File: src/rtl/sweep_ctrl_pkg.sv
// Shared definitions for the sweep sequencer: state encoding and default widths.
// The optional stall counter is enabled by defining SWEEP_CTRL_STALL_CNT_EN.
package sweep_ctrl_pkg;

    localparam int DEF_BITS_OF_END_NUMBER = 20;
    localparam int DEF_PASS_BITS          = 8;
    localparam int DEF_STALL_BITS         = 16;

    typedef enum logic [1:0] {
        ST_IDLE  = 2'd0,
        ST_CLEAR = 2'd1,
        ST_RUN   = 2'd2,
        ST_DONE  = 2'd3
    } state_e;

endpackage

File: src/rtl/sweep_ctrl_sat_cnt.sv
// Saturating up-counter with synchronous clear; clear wins over increment.
// Instantiated by sweep_ctrl only when SWEEP_CTRL_STALL_CNT_EN is defined.
module sweep_ctrl_sat_cnt
    import sweep_ctrl_pkg::*;
#(
    parameter int W = DEF_STALL_BITS
) (
    input  logic         clk_i,
    input  logic         rst_ni,
    input  logic         clr_i,
    input  logic         inc_i,
    output logic [W-1:0] cnt_o
);

    logic [W-1:0] cnt_q;
    logic [W-1:0] cnt_d;

    // Next value: clear, or increment unless already all ones.
    always_comb begin
        cnt_d = cnt_q;
        if (clr_i) begin
            cnt_d = '0;
        end else if (inc_i && (cnt_q != {W{1'b1}})) begin
            cnt_d = cnt_q + {{(W-1){1'b0}}, 1'b1};
        end
    end

    // Counter register.
    always_ff @(posedge clk_i or negedge rst_ni) begin
        if (!rst_ni) begin
            cnt_q <= '0;
        end else begin
            cnt_q <= cnt_d;
        end
    end

    assign cnt_o = cnt_q;

endmodule

File: src/rtl/sweep_ctrl.sv
// Sweep sequencer driving an external wrap-around enable counter.
// Runs P passes of length L per accepted start, stalls on ready_in=0,
// and ends each job with a one-cycle done pulse.
// Handshake: cnt_en is high exactly when the FSM is in RUN and ready_in is
// high; a counter step and any wrap happen only on those cycles.
// Optional: define SWEEP_CTRL_STALL_CNT_EN to add the stall_cycles output.
module sweep_ctrl
    import sweep_ctrl_pkg::*;
#(
    parameter int BITS_OF_END_NUMBER = DEF_BITS_OF_END_NUMBER,
    parameter int PASS_BITS          = DEF_PASS_BITS
`ifdef SWEEP_CTRL_STALL_CNT_EN
    ,
    parameter int STALL_BITS         = DEF_STALL_BITS
`endif
) (
    input  logic                          clk,
    input  logic                          reset_n,
    input  logic                          start,
    input  logic [BITS_OF_END_NUMBER-1:0] cfg_len,
    input  logic [PASS_BITS-1:0]          cfg_passes,
    input  logic                          ready_in,
    input  logic [BITS_OF_END_NUMBER-1:0] cnt_q,
    output logic                          cnt_en,
    output logic [BITS_OF_END_NUMBER-1:0] cnt_final,
    output logic                          cnt_clr,
    output logic [PASS_BITS-1:0]          pass_idx,
    output logic                          busy,
    output logic                          done
`ifdef SWEEP_CTRL_STALL_CNT_EN
    ,
    output logic [STALL_BITS-1:0]         stall_cycles
`endif
);

    localparam logic [BITS_OF_END_NUMBER-1:0] LEN_ONE  = {{(BITS_OF_END_NUMBER-1){1'b0}}, 1'b1};
    localparam logic [PASS_BITS-1:0]          PASS_ONE = {{(PASS_BITS-1){1'b0}}, 1'b1};

    state_e                        state_q, state_d;
    logic [BITS_OF_END_NUMBER-1:0] final_q, final_d;
    logic [PASS_BITS-1:0]          limit_q, limit_d;
    logic [PASS_BITS-1:0]          idx_q, idx_d;
    logic                          clr_q;
    logic                          done_q;
    logic                          busy_q;

    logic start_acc;
    logic in_run;
    logic wrap;
    logic last_pass;

    assign start_acc = (state_q == ST_IDLE) && start;
    assign in_run    = (state_q == ST_RUN);
    // Combinational so a stall removes the enable in the same cycle.
    assign cnt_en    = in_run && ready_in;
    // final_q >= 1 whenever RUN is reachable, so final_q-1 never underflows there.
    assign wrap      = cnt_en && (cnt_q == (final_q - LEN_ONE));
    assign last_pass = (idx_q == (limit_q - PASS_ONE));

    // Next-state and datapath decode.
    always_comb begin
        state_d = state_q;
        final_d = final_q;
        limit_d = limit_q;
        idx_d   = idx_q;
        case (state_q)
            ST_IDLE: begin
                if (start) begin
                    final_d = cfg_len;
                    limit_d = cfg_passes;
                    idx_d   = '0;
                    if ((cfg_len == '0) || (cfg_passes == '0)) begin
                        state_d = ST_DONE;
                    end else begin
                        state_d = ST_CLEAR;
                    end
                end
            end
            ST_CLEAR: begin
                state_d = ST_RUN;
            end
            ST_RUN: begin
                if (wrap) begin
                    if (last_pass) begin
                        state_d = ST_DONE;
                    end else begin
                        idx_d = idx_q + PASS_ONE;
                    end
                end
            end
            ST_DONE: begin
                state_d = ST_IDLE;
            end
            default: begin
                state_d = ST_IDLE;
            end
        endcase
    end

    // State, latched job config, and registered status outputs.
    always_ff @(posedge clk or negedge reset_n) begin
        if (!reset_n) begin
            state_q <= ST_IDLE;
            final_q <= '0;
            limit_q <= '0;
            idx_q   <= '0;
            clr_q   <= 1'b0;
            done_q  <= 1'b0;
            busy_q  <= 1'b0;
        end else begin
            state_q <= state_d;
            final_q <= final_d;
            limit_q <= limit_d;
            idx_q   <= idx_d;
            clr_q   <= (state_d == ST_CLEAR);
            done_q  <= (state_d == ST_DONE);
            busy_q  <= (state_d != ST_IDLE);
        end
    end

    assign cnt_final = final_q;
    assign cnt_clr   = clr_q;
    assign pass_idx  = idx_q;
    assign busy      = busy_q;
    assign done      = done_q;

`ifdef SWEEP_CTRL_STALL_CNT_EN
    sweep_ctrl_sat_cnt #(
        .W (STALL_BITS)
    ) u_stall_cnt (
        .clk_i  (clk),
        .rst_ni (reset_n),
        .clr_i  (start_acc),
        .inc_i  (in_run && !ready_in),
        .cnt_o  (stall_cycles)
    );
`else
    // start_acc only feeds the stall counter.
    logic unused_start_acc;
    assign unused_start_acc = start_acc;
`endif

endmodule

File: config.mk
export PLATFORM = sky130hd
export DESIGN_NAME = sweep_ctrl
export DESIGN_NICKNAME = d
export VERILOG_FILES = /design/src/rtl/sweep_ctrl_pkg.sv /design/src/rtl/sweep_ctrl_sat_cnt.sv /design/src/rtl/sweep_ctrl.sv
export SDC_FILE = /design/constraint.sdc
export NUM_CORES = 1
export LEC_CHECK = 0
export CAP_MARGIN = 0
export CORE_ASPECT_RATIO = 2
export CORE_MARGIN = 4
export CORE_UTILIZATION = 35
export CTS_CLUSTER_SIZE = 24
export DETAILED_ROUTE_END_ITERATION = 6
export PLACE_DENSITY = 0.72
export SLEW_MARGIN = 20
export SYNTH_ARGS = -nofsm -noshare
export SYNTH_HDL_FRONTEND = slang
export SYNTH_SLANG_ARGS = --single-unit
File: constraint.sdc
create_clock -name clk -period 2.8 [get_ports clk]
set_input_delay 0.42 -clock clk [delete_from_list [all_inputs] [get_ports clk]]
set_output_delay 0.42 -clock clk [all_outputs]
set_load 0.005 [all_outputs]
==> run summary <==
Status: finished, violations left
Violated checks: setup timing
Largest net degree at the start of global routing: 42
First-pass GRT wire length: 13,800 um
Combinational Power Share: 60.1%
Initial antenna violation count: 0
Crit path time final: 3.01 ns
Post-Route WL: 8610 um
MaxCap Viol Count: 0
Max clock buf depth: 2
Mean post-synth cell area: 10.1 um^2
Crit path DAT: 3.20 ns
Worst setup path class: register to register
Share of total power in the clock network: 13.5%
CP cell instances: inv_1, ha_2, or3b_4, or4_4, a211oi_2, nand4_1, a211oi_4, buf_4, o2111ai_2, o311a_1, nor3_1
Detailed-route via count: 2,764
Final Core Density: 56.0%
Final worst slack: -0.205 ns
Clk_skew: 0.00995 ns
Root buf cell: clkbuf_16
Worst slew margin: 37.0%
Startpoint types: register
Worst-path clk slew: 0.05 ns
Yosys reg bits: 41
Slew Limit Fails: 0
Die Height: 135 um
Peak supply drop: 0.000394 V
Vias per inst: 5.44
Routed Antenna Nets: 0
WL per Instance: 17.0 um
Cts hold-fix bufs: 0
CTS tree: done
Seq pwr share: 26.4%
Final setup viols: 12
Worst slew pin tran: 0.945 ns
Fillers: 678
Share of layout cells above drive strength 1: 28.0%
Post-synth net total: 335
GP Congestion: 0.827
Die area: 9590 um^2
Unique cell type count in the Yosys netlist: 53
Post-Synthesis Cell Area: 2800 um^2
Top Ports: 84
Leakage: 1.71 nW
Endpoints failing hold: 0
Unrepaired setup endpoints after global routing: yes
CTS Buf Count: 5
Vias in the first global route: 2,826
Internal power: 2.54 mW
GR Util All Layers: 18.4%
Ys flop type: dfrtp_1
CTS sink cnt: 41
Total iterations of the first detailed-routing run: 4
Crit path max fanout: 4
Die X: 71.3 um
DRC viols: 0
Seq/Total Area, Yosys: 36.6%
Cell count after synthesis: 278
WHS: 0.278 ns
Nets@finish: 470
Ys async rst share: 100%
Row count: 45
Worst min path class: input pin to asynchronous set/reset pin
Port bufs: 83
Initial Utilization: 36.3%
Power per Cell Area: 944 nW/um^2
Net Sw Power: 1.53 mW
CP max stage cell: or4_4
Synth warn: 0
Detailed placement HPWL: 6720 um
Setup crit end kind: register
Area growth from synthesis to layout: 54.2%
Initial DRC count: 120
Sw frac: 37.6%
Worst skew pair latency: 0.29 ns
Core Region: 7710 um^2
Max Clk Rate: 333 MHz
Tot Pwr: 4.08 mW
H-tree depth: 2
Slowest stage delay, CP: 0.42 ns
Grt total ovfl: 0
N_diodes: 0
Post-synth EDFFs: 0
Period Utilization, post-route: 107%
Req. time, crit path: 3.00 ns
==> final timing paths <==
check	start	end	slack [ns]	depth (start not counted)
max	cnt_final[1]	cnt_clr	-0.21	11
min in group clk	limit_q[7]	limit_q[7]	0.53	1
min	reset_n	done	0.28	1
max in group asynchronous	reset_n	limit_q[1]	1.93	1
min reg2reg	limit_q[7]	limit_q[7]	0.53	1
max reg2reg	cnt_final[1]	cnt_clr	-0.21	11
==> metal layers <==
layer	track usage, %	routed length, um
met5	0	0
met4	9.62	347
met3	2.46	329
met2	35.3	4960
met1	18.4	2980
==> state kept, by name (all words and copies together) (netlist names) <==
signal and count:
limit_q 8, done 1, pass_idx 8, cnt_clr 1, state_q 2, cnt_final 20
busy 1
==> cells in the final DEF (no fill, tap or decap), drive strengths merged, types with 2 or more instances in the layout <==
cell type / synthesis / final
nor2: 14 / 14
or3: 9 / 9
a21oi: 9 / 9
nand3: 8 / 8
or2b: 2 / 2
nand2b: 3 / 3
o21a: 2 / 2
nand4: 7 / 7
and4: 3 / 3
mux2: 30 / 30
nor3b: 2 / 2
clkdlybuf4s50: 0 / 82
or2: 2 / 2
a41oi: 2 / 3
xnor2: 17 / 17
nand3b: 2 / 2
xor2: 15 / 15
mux2i: 4 / 4
nand2: 15 / 15
dfrtp: 41 / 41
ha: 5 / 5
clkbuf: 0 / 6
inv: 12 / 12
o31ai: 3 / 3
nor4: 11 / 11
o211ai: 5 / 5
clkinv: 0 / 2
nor3: 11 / 11
buf: 4 / 49
nor2b: 2 / 2
or4: 8 / 8
o21ai: 12 / 12
a211oi: 2 / 2
==> cell type report <==
type,count,area [um^2],share of cell area (%)
tap,94,118,2.72
clock inverter,2,10.0,0.232
inverter,12,45.0,1.04
multi-input combinational,222,1800,41.7
clock buffer,6,129,2.98
timing repair buffer,131,1190,27.5
sequential,41,1030,23.7
==> cells by family (layout without fill, tap and decap cells) <==
group,count (synthesis),count (layout),synth area share (%)
DFF,41,41,36.6
and+or+nand+nor,104,104,22.7
xor gates and xnor gates,32,32,10.0
buffers and inverters,16,151,2.28
muxes,34,34,13.5
adders and majority gates,5,5,2.23
AOI/OAI and AO/OA,46,47,12.7
==> power by group through the flow <==
stage	Sequential (mW)	Combinational [mW]	Clock, mW
after CTS	1.08	2.42	0.565
final	1.08	2.45	0.549
after detailed placement	1.09	2.32	0
after global placement	1.08	2.25	0
after floorplan	1.17	1.13	0
after global routing	1.12	2.66	0.586
==> worst max-delay path, delay by kind of cell, from the launching register on <==
| kind | cells | cell delay [ns] |
|---|---|---|
| compound gates | 4 | 0.95 |
| fa+ha+maj | 1 | 0.17 |
| buf+inv | 2 | 0.24 |
| flops | 1 | 0.40 |
| simple gates | 4 | 1.17 |
==> synth_stat cells, drive strengths merged, types with 2 or more instances <==
cell type  instances  area, um^2
dfrtp             41        1030
mux2              30         338
xnor2             17         149
nand2             15        56.3
xor2              15         131
nor2              14        52.6
inv               12        45.0
o21ai             12        60.1
nor3              11        55.1
nor4              11        90.1
a21oi              9        45.0
or3                9        66.3
nand3              8        40.0
or4                8        75.1
nand4              7        43.8
ha                 5        62.6
o211ai             5        37.5
buf                4        18.8
mux2i              4        40.0
and4               3        26.3
nand2b             3        18.8
o31ai              3        22.5
a211oi             2        25.0
a41oi              2        36.3
nand3b             2        15.0
nor2b              2        12.5
nor3b              2        15.0
o21a               2        15.0
or2                2        12.5
or2b               2        15.0
==> stage by stage <==
stage | std cells | instance area (um^2) | worst slack, ns | setup TNS (ns)
final | 508 | 4320 | -0.205 | -1.65
after global placement | 492 | 4040 | -0.306 | -1.94
after global routing | 508 | 4320 | -0.371 | -3.52
after CTS | 507 | 4280 | -0.216 | -1.60
after detailed placement | 492 | 4040 | -0.343 | -2.58
after floorplan | 278 | 2810 | -0.0832 | -0.134
==> repair_timing <==
item,4_1_cts,5_1_grt
gates resized for setup,16,9
hold endpoints to repair,0,0
buffers inserted,6,1
cloned,1,0
endpoints found under the setup margin,12,12
pin swaps,13,3
(Power assumes the default switching activity.)
